File: src/rtl/keypad_scan_ctrl.sv
// 4x4 keypad row scanner: walks active-low rows, captures the lowest pressed column, then waits for release.
// Latency: each row is driven SETTLE_CYCLES+1 cycles; a key is reported one cycle after its CHECK cycle.
// Backpressure: one-entry key_code/key_valid holding register; a new key while it is still full sets sticky overrun.
module keypad_scan_ctrl #(
  parameter int SETTLE_CYCLES  = 32,
  parameter int RELEASE_CYCLES = 32
) (
  input  logic       clk,
  input  logic       rst,
  input  logic       scan_en,
  input  logic [3:0] col_db,
  input  logic       key_ack,
  output logic [3:0] row,
  output logic [3:0] key_code,
  output logic       key_valid,
  output logic       overrun,
  output logic       scanning
);

  localparam int MAXC = (SETTLE_CYCLES > RELEASE_CYCLES) ? SETTLE_CYCLES : RELEASE_CYCLES;
  localparam int CW   = (MAXC > 1) ? $clog2(MAXC) : 1;
  localparam logic [CW-1:0] SETTLE_LAST  = CW'(SETTLE_CYCLES - 1);
  localparam logic [CW-1:0] RELEASE_LAST = CW'(RELEASE_CYCLES - 1);

  typedef enum logic [2:0] {
    IDLE    = 3'd0,
    SETTLE  = 3'd1,
    CHECK   = 3'd2,
    HELD    = 3'd3,
    RELEASE = 3'd4
  } state_t;

  state_t          state_q, state_d;
  logic [1:0]      row_idx_q, row_idx_d;
  logic [CW-1:0]   cnt_q, cnt_d;
  logic [3:0]      key_code_d;
  logic            key_valid_d;
  logic            overrun_d;
  logic [3:0]      row_d;
  logic            scanning_d;
  logic [1:0]      col_idx;
  logic            cols_high;

  assign cols_high = (col_db == 4'b1111);

  // Lowest-numbered low column wins when several are pressed.
  always_comb begin
    casez (col_db)
      4'b???0: col_idx = 2'd0;
      4'b??01: col_idx = 2'd1;
      4'b?011: col_idx = 2'd2;
      default: col_idx = 2'd3;
    endcase
  end

  // Next-state, counter, key capture and registered-output precomputation.
  always_comb begin
    state_d     = state_q;
    row_idx_d   = row_idx_q;
    cnt_d       = cnt_q;
    key_code_d  = key_code;
    key_valid_d = key_valid;
    overrun_d   = overrun;

    // Consumer handshake; a capture below overrides this in the same cycle.
    if (key_valid && key_ack) begin
      key_valid_d = 1'b0;
    end

    if (!scan_en) begin
      // Scan position is discarded; the key holding register is kept.
      state_d   = IDLE;
      row_idx_d = 2'd0;
      cnt_d     = '0;
    end else begin
      case (state_q)
        IDLE: begin
          row_idx_d = 2'd0;
          cnt_d     = '0;
          state_d   = SETTLE;
        end
        SETTLE: begin
          if (cnt_q == SETTLE_LAST) begin
            cnt_d   = '0;
            state_d = CHECK;
          end else begin
            cnt_d = cnt_q + 1'b1;
          end
        end
        CHECK: begin
          if (cols_high) begin
            row_idx_d = row_idx_q + 2'd1;
            state_d   = SETTLE;
          end else begin
            state_d = HELD;
            // Register is free if empty or being drained this very cycle.
            if (!key_valid || key_ack) begin
              key_code_d  = {row_idx_q, col_idx};
              key_valid_d = 1'b1;
            end else begin
              overrun_d = 1'b1;
            end
          end
        end
        HELD: begin
          if (cols_high) begin
            cnt_d   = '0;
            state_d = RELEASE;
          end
        end
        RELEASE: begin
          if (!cols_high) begin
            cnt_d   = '0;
            state_d = HELD;
          end else if (cnt_q == RELEASE_LAST) begin
            cnt_d     = '0;
            row_idx_d = row_idx_q + 2'd1;
            state_d   = SETTLE;
          end else begin
            cnt_d = cnt_q + 1'b1;
          end
        end
        default: begin
          state_d   = IDLE;
          row_idx_d = 2'd0;
          cnt_d     = '0;
        end
      endcase
    end

    // Row drive and scanning flag follow the next state so they change on the same edge.
    row_d      = (state_d == IDLE) ? 4'b1111 : ~(4'b0001 << row_idx_d);
    scanning_d = (state_d != IDLE);
  end

  // State and registered outputs, asynchronously cleared by rst.
  always_ff @(posedge clk or posedge rst) begin
    if (rst) begin
      state_q   <= IDLE;
      row_idx_q <= 2'd0;
      cnt_q     <= '0;
      key_code  <= 4'h0;
      key_valid <= 1'b0;
      overrun   <= 1'b0;
      row       <= 4'b1111;
      scanning  <= 1'b0;
    end else begin
      state_q   <= state_d;
      row_idx_q <= row_idx_d;
      cnt_q     <= cnt_d;
      key_code  <= key_code_d;
      key_valid <= key_valid_d;
      overrun   <= overrun_d;
      row       <= row_d;
      scanning  <= scanning_d;
    end
  end

endmodule
File: config.mk
export PLATFORM = sky130hd
export DESIGN_NAME = keypad_scan_ctrl
export DESIGN_NICKNAME = d
export VERILOG_FILES = /design/src/rtl/keypad_scan_ctrl.sv
export SDC_FILE = /design/constraint.sdc
export NUM_CORES = 1
export LEC_CHECK = 0
export CAP_MARGIN = 20
export CORE_MARGIN = 2
export CORE_UTILIZATION = 40
export DETAILED_ROUTE_END_ITERATION = 7
export GPL_TIMING_DRIVEN = 0
export HOLD_SLACK_MARGIN = 0.15
export PLACE_DENSITY_LB_ADDON = 0.3
export SYNTH_ARGS = -nofsm -noshare
export SYNTH_HDL_FRONTEND = slang
export SYNTH_SLANG_ARGS = --single-unit
File: constraint.sdc
create_clock -name clk -period 1.85 [get_ports clk]
set_input_delay 0.37 -clock clk [delete_from_list [all_inputs] [get_ports clk]]
set_output_delay 0.37 -clock clk [all_outputs]
set_load 0.005 [all_outputs]
==> results.toml <==
[setup_path]
cpMaxStageDelayCell = "dfrtp_1"
crit_fanout = 6
crit_chain = "ha_2, and3_4, ha_4, and3b_1, o211ai_1, a31oi_1, a21bo_2"
cp.required_ps = 2110
cp-end-kind = "flip-flop"
startpoint_type = "flip-flop"
crit_family = "compound AO/OA/AOI/OAI gates"
max_stage_delay_ps = 420
worst-r2r-setup-slack_ps = 60
rr_worst_depth = 7
arrival_ps = 2050
path_buf_inv = 0
crit_type = "reg -> reg"
path_depth = 7

[timing]
rsz0062_at_grt = "yes"
holdWs_ps = 414
fmax_mhz = 558
slew_violations = 0
slew_headroom_pct = 46.3
finalCriticalPeriod_ps = 1790
timing.final.crit_share_pct = 96.9
setup_violations = 0
finalClockSkew_ps = 4.07
worst_pin_slew_ps = 805
timing.final.hold_violations = 0

[synth]
synthSimpleGateAreaFrac_pct = 26.6
synthMuxAreaShare_pct = 2.65
syn_area_mm2 = 0.00113
ys.flop_type = "dfrtp_1"
async_flop_share_pct = 100
synth.yosys.seq_area_share_pct = 46.8
synth_area_per_cell_um2 = 10.4
synth_cell_type_count = 43
synth_top_family_by_area = "simple AND/OR/NAND/NOR gates"
synth_nets = 119
synth_cells = 109
yosys.area_share.xor_xnor_pct = 0
ys_warn_count = 0
synth-seq-cells = 21
synth-adder-area-share_pct = 2.21
synth-edff-count = 0
synth-compound-area-share_pct = 17.1

[floorplanning]
io_pins = 19
die_area_mm2 = 0.00328
die_y_um = 57.2
start_util_pct = 41.5
die_width_um = 57.2
fp-row-count = 19
core_mm2 = 0.00273

[clocking]
path_clk_slew_ps = 120
cts_buffers = 3
cts_tree = "yes"
cts_sinks = 21
htreeDepth = 1
clk_path_buf_depth = 2
root_buffer = "clkbuf_4"
clk_latency_ps = 300
cts_hold_buf = 0

[worst_hold_path]
hold_class = "in -> reg"
hold_depth = 3

[flow_run]
cap_violations = 0

[finish]
nets = 145
syn_to_final_growth_pct = 26.8
n_antenna_cell = 0
drive_gt1_share_pct = 20.9
final_core_util_pct = 52.6

[detailed_routing]
wirelength_mm = 2.35
viasPerCell = 5.56
vias = 918
drc_errors = 0
antenna_left = 0
drt_first_iter_violations = 39
wl_per_cell_um = 14.2
firstDrtPassIters = 4

[power_and_ir_drop]
total_leakage_power_uw = 0.000637
finalPower_uw = 781
irDropWorstVdd_uv = 404
powerDensity_mw_per_mm2 = 543

[run_status]
status = "finished, final reports clean"

[global_routing]
grt_overflow = 0
grt_max_degree = 22
grt_pass1_vias = 857
track_usage_pct = 15.1
grt_pass1_wl_mm = 3.87
antenna_found_initial = 0

[placed_design]
gp_congestion = 0.865
io_buffer_count = 18
hpwl_mm = 1.67
==> sequential cells by signal (all words and copies together), names as in the netlist <==
register,flops
cnt_q,5
key_code,4
row,4
state_q,3
row_idx_q,2
key_valid,1
overrun,1
scanning,1
==> worst paths after layout <==
| check | from | to |
|---|---|---|
| worst min-delay path | scan_en | state_q[0] |
| max in group asynchronous | rst | overrun |
| min in group asynchronous | rst | key_code[2] |
| worst max-delay path | cnt_q[1] | row[3] |
| worst min register to register | overrun | overrun |
| worst max register to register | cnt_q[1] | row[3] |
==> synthesized netlist by cell type (3+ instances only) <==
cell type,instances,area [um^2]
nor3_1,4,20.0
inv_1,4,15.0
nand2_1,10,37.5
nand3_1,6,30.0
o21ai_0,5,25.0
clkbuf_1,4,15.0
nand2b_1,4,25.0
dfrtp_1,17,425
nand3b_1,3,22.5
a21oi_1,3,15.0
and2b_1,3,22.5
dfstp_2,4,105
nor3b_1,4,30.0
==> worst min-delay path, stage by stage <==
cell and delay (ps):
dlymetal6s2s_1 190, nand2_1 80, a221oi_1 40
==> logic make-up (layout without fill, tap and decap cells) <==
| family | after synthesis | in the layout |
|---|---|---|
| flops | 21 | 21 |
| fa+ha+maj | 2 | 2 |
| mux | 2 | 2 |
| buf+inv | 10 | 35 |
| compound gates | 27 | 27 |
| simple gates | 47 | 47 |
==> where the power goes <==
| part | total (uW) | switching [uW] | internal (uW) |
|---|---|---|---|
| clock network | 224 | 140 | 84.1 |
| logic | 77.6 | 39.8 | 37.7 |
| registers | 479 | 8.17 | 471 |
| total | 781 | 188 | 593 |
==> cell type report <==
class	count	area, um^2
Sequential cell	21	531
Inverter	4	15.0
Fill cell	258	1300
Multi-Input combinational cell	78	586
Tap cell	31	38.8
Timing Repair Buffer	21	204
Clock buffer	4	26.3
Buffer	6	37.5
==> placed cells by master (no fill, tap or decap), types with 3 or more instances in the layout <==
| cell | n |
|---|---|
| nand2b_1 | 4 |
| o21ai_0 | 4 |
| clkbuf_1 | 4 |
| dfrtp_1 | 17 |
| nand2_1 | 10 |
| and2b_1 | 3 |
| nor3b_1 | 3 |
| nand3_1 | 6 |
| dlygate4sd2_1 | 3 |
| nand3b_1 | 3 |
| nor3_1 | 4 |
| buf_4 | 3 |
| inv_1 | 4 |
| dfstp_2 | 4 |
| clkdlybuf4s50_1 | 13 |
| clkbuf_4 | 3 |
==> per-stage QoR <==
step	cells	setup TNS (ps)	area, um^2	setup WS (ps)
finish	165	0	1440	57.6
global route	165	-26.5	1440	-24.5
CTS	164	0	1420	0.172
detailed placement	158	-3410	1350	-407
global placement	158	-3080	1350	-400
floorplan	109	0	1130	49.9
==> layer usage <==
layer / global-route usage, % / vias to the layer above / wire (um)
li1: - / 453 / -
met1: 19.9 / 435 / 1110
met2: 24.6 / 26 / 1080
met3: 4.31 / 4 / 128
met4: 3.99 / 0 / 25
met5: 0 / - / 0
==> timing repair <==
action / CTS / global route
gates resized for setup: 9 / 5
setup buffers: 2 / 1
pin swaps: 1 / 5
setup endpoints to repair: 9 / 9
(Power assumes the default switching activity.)
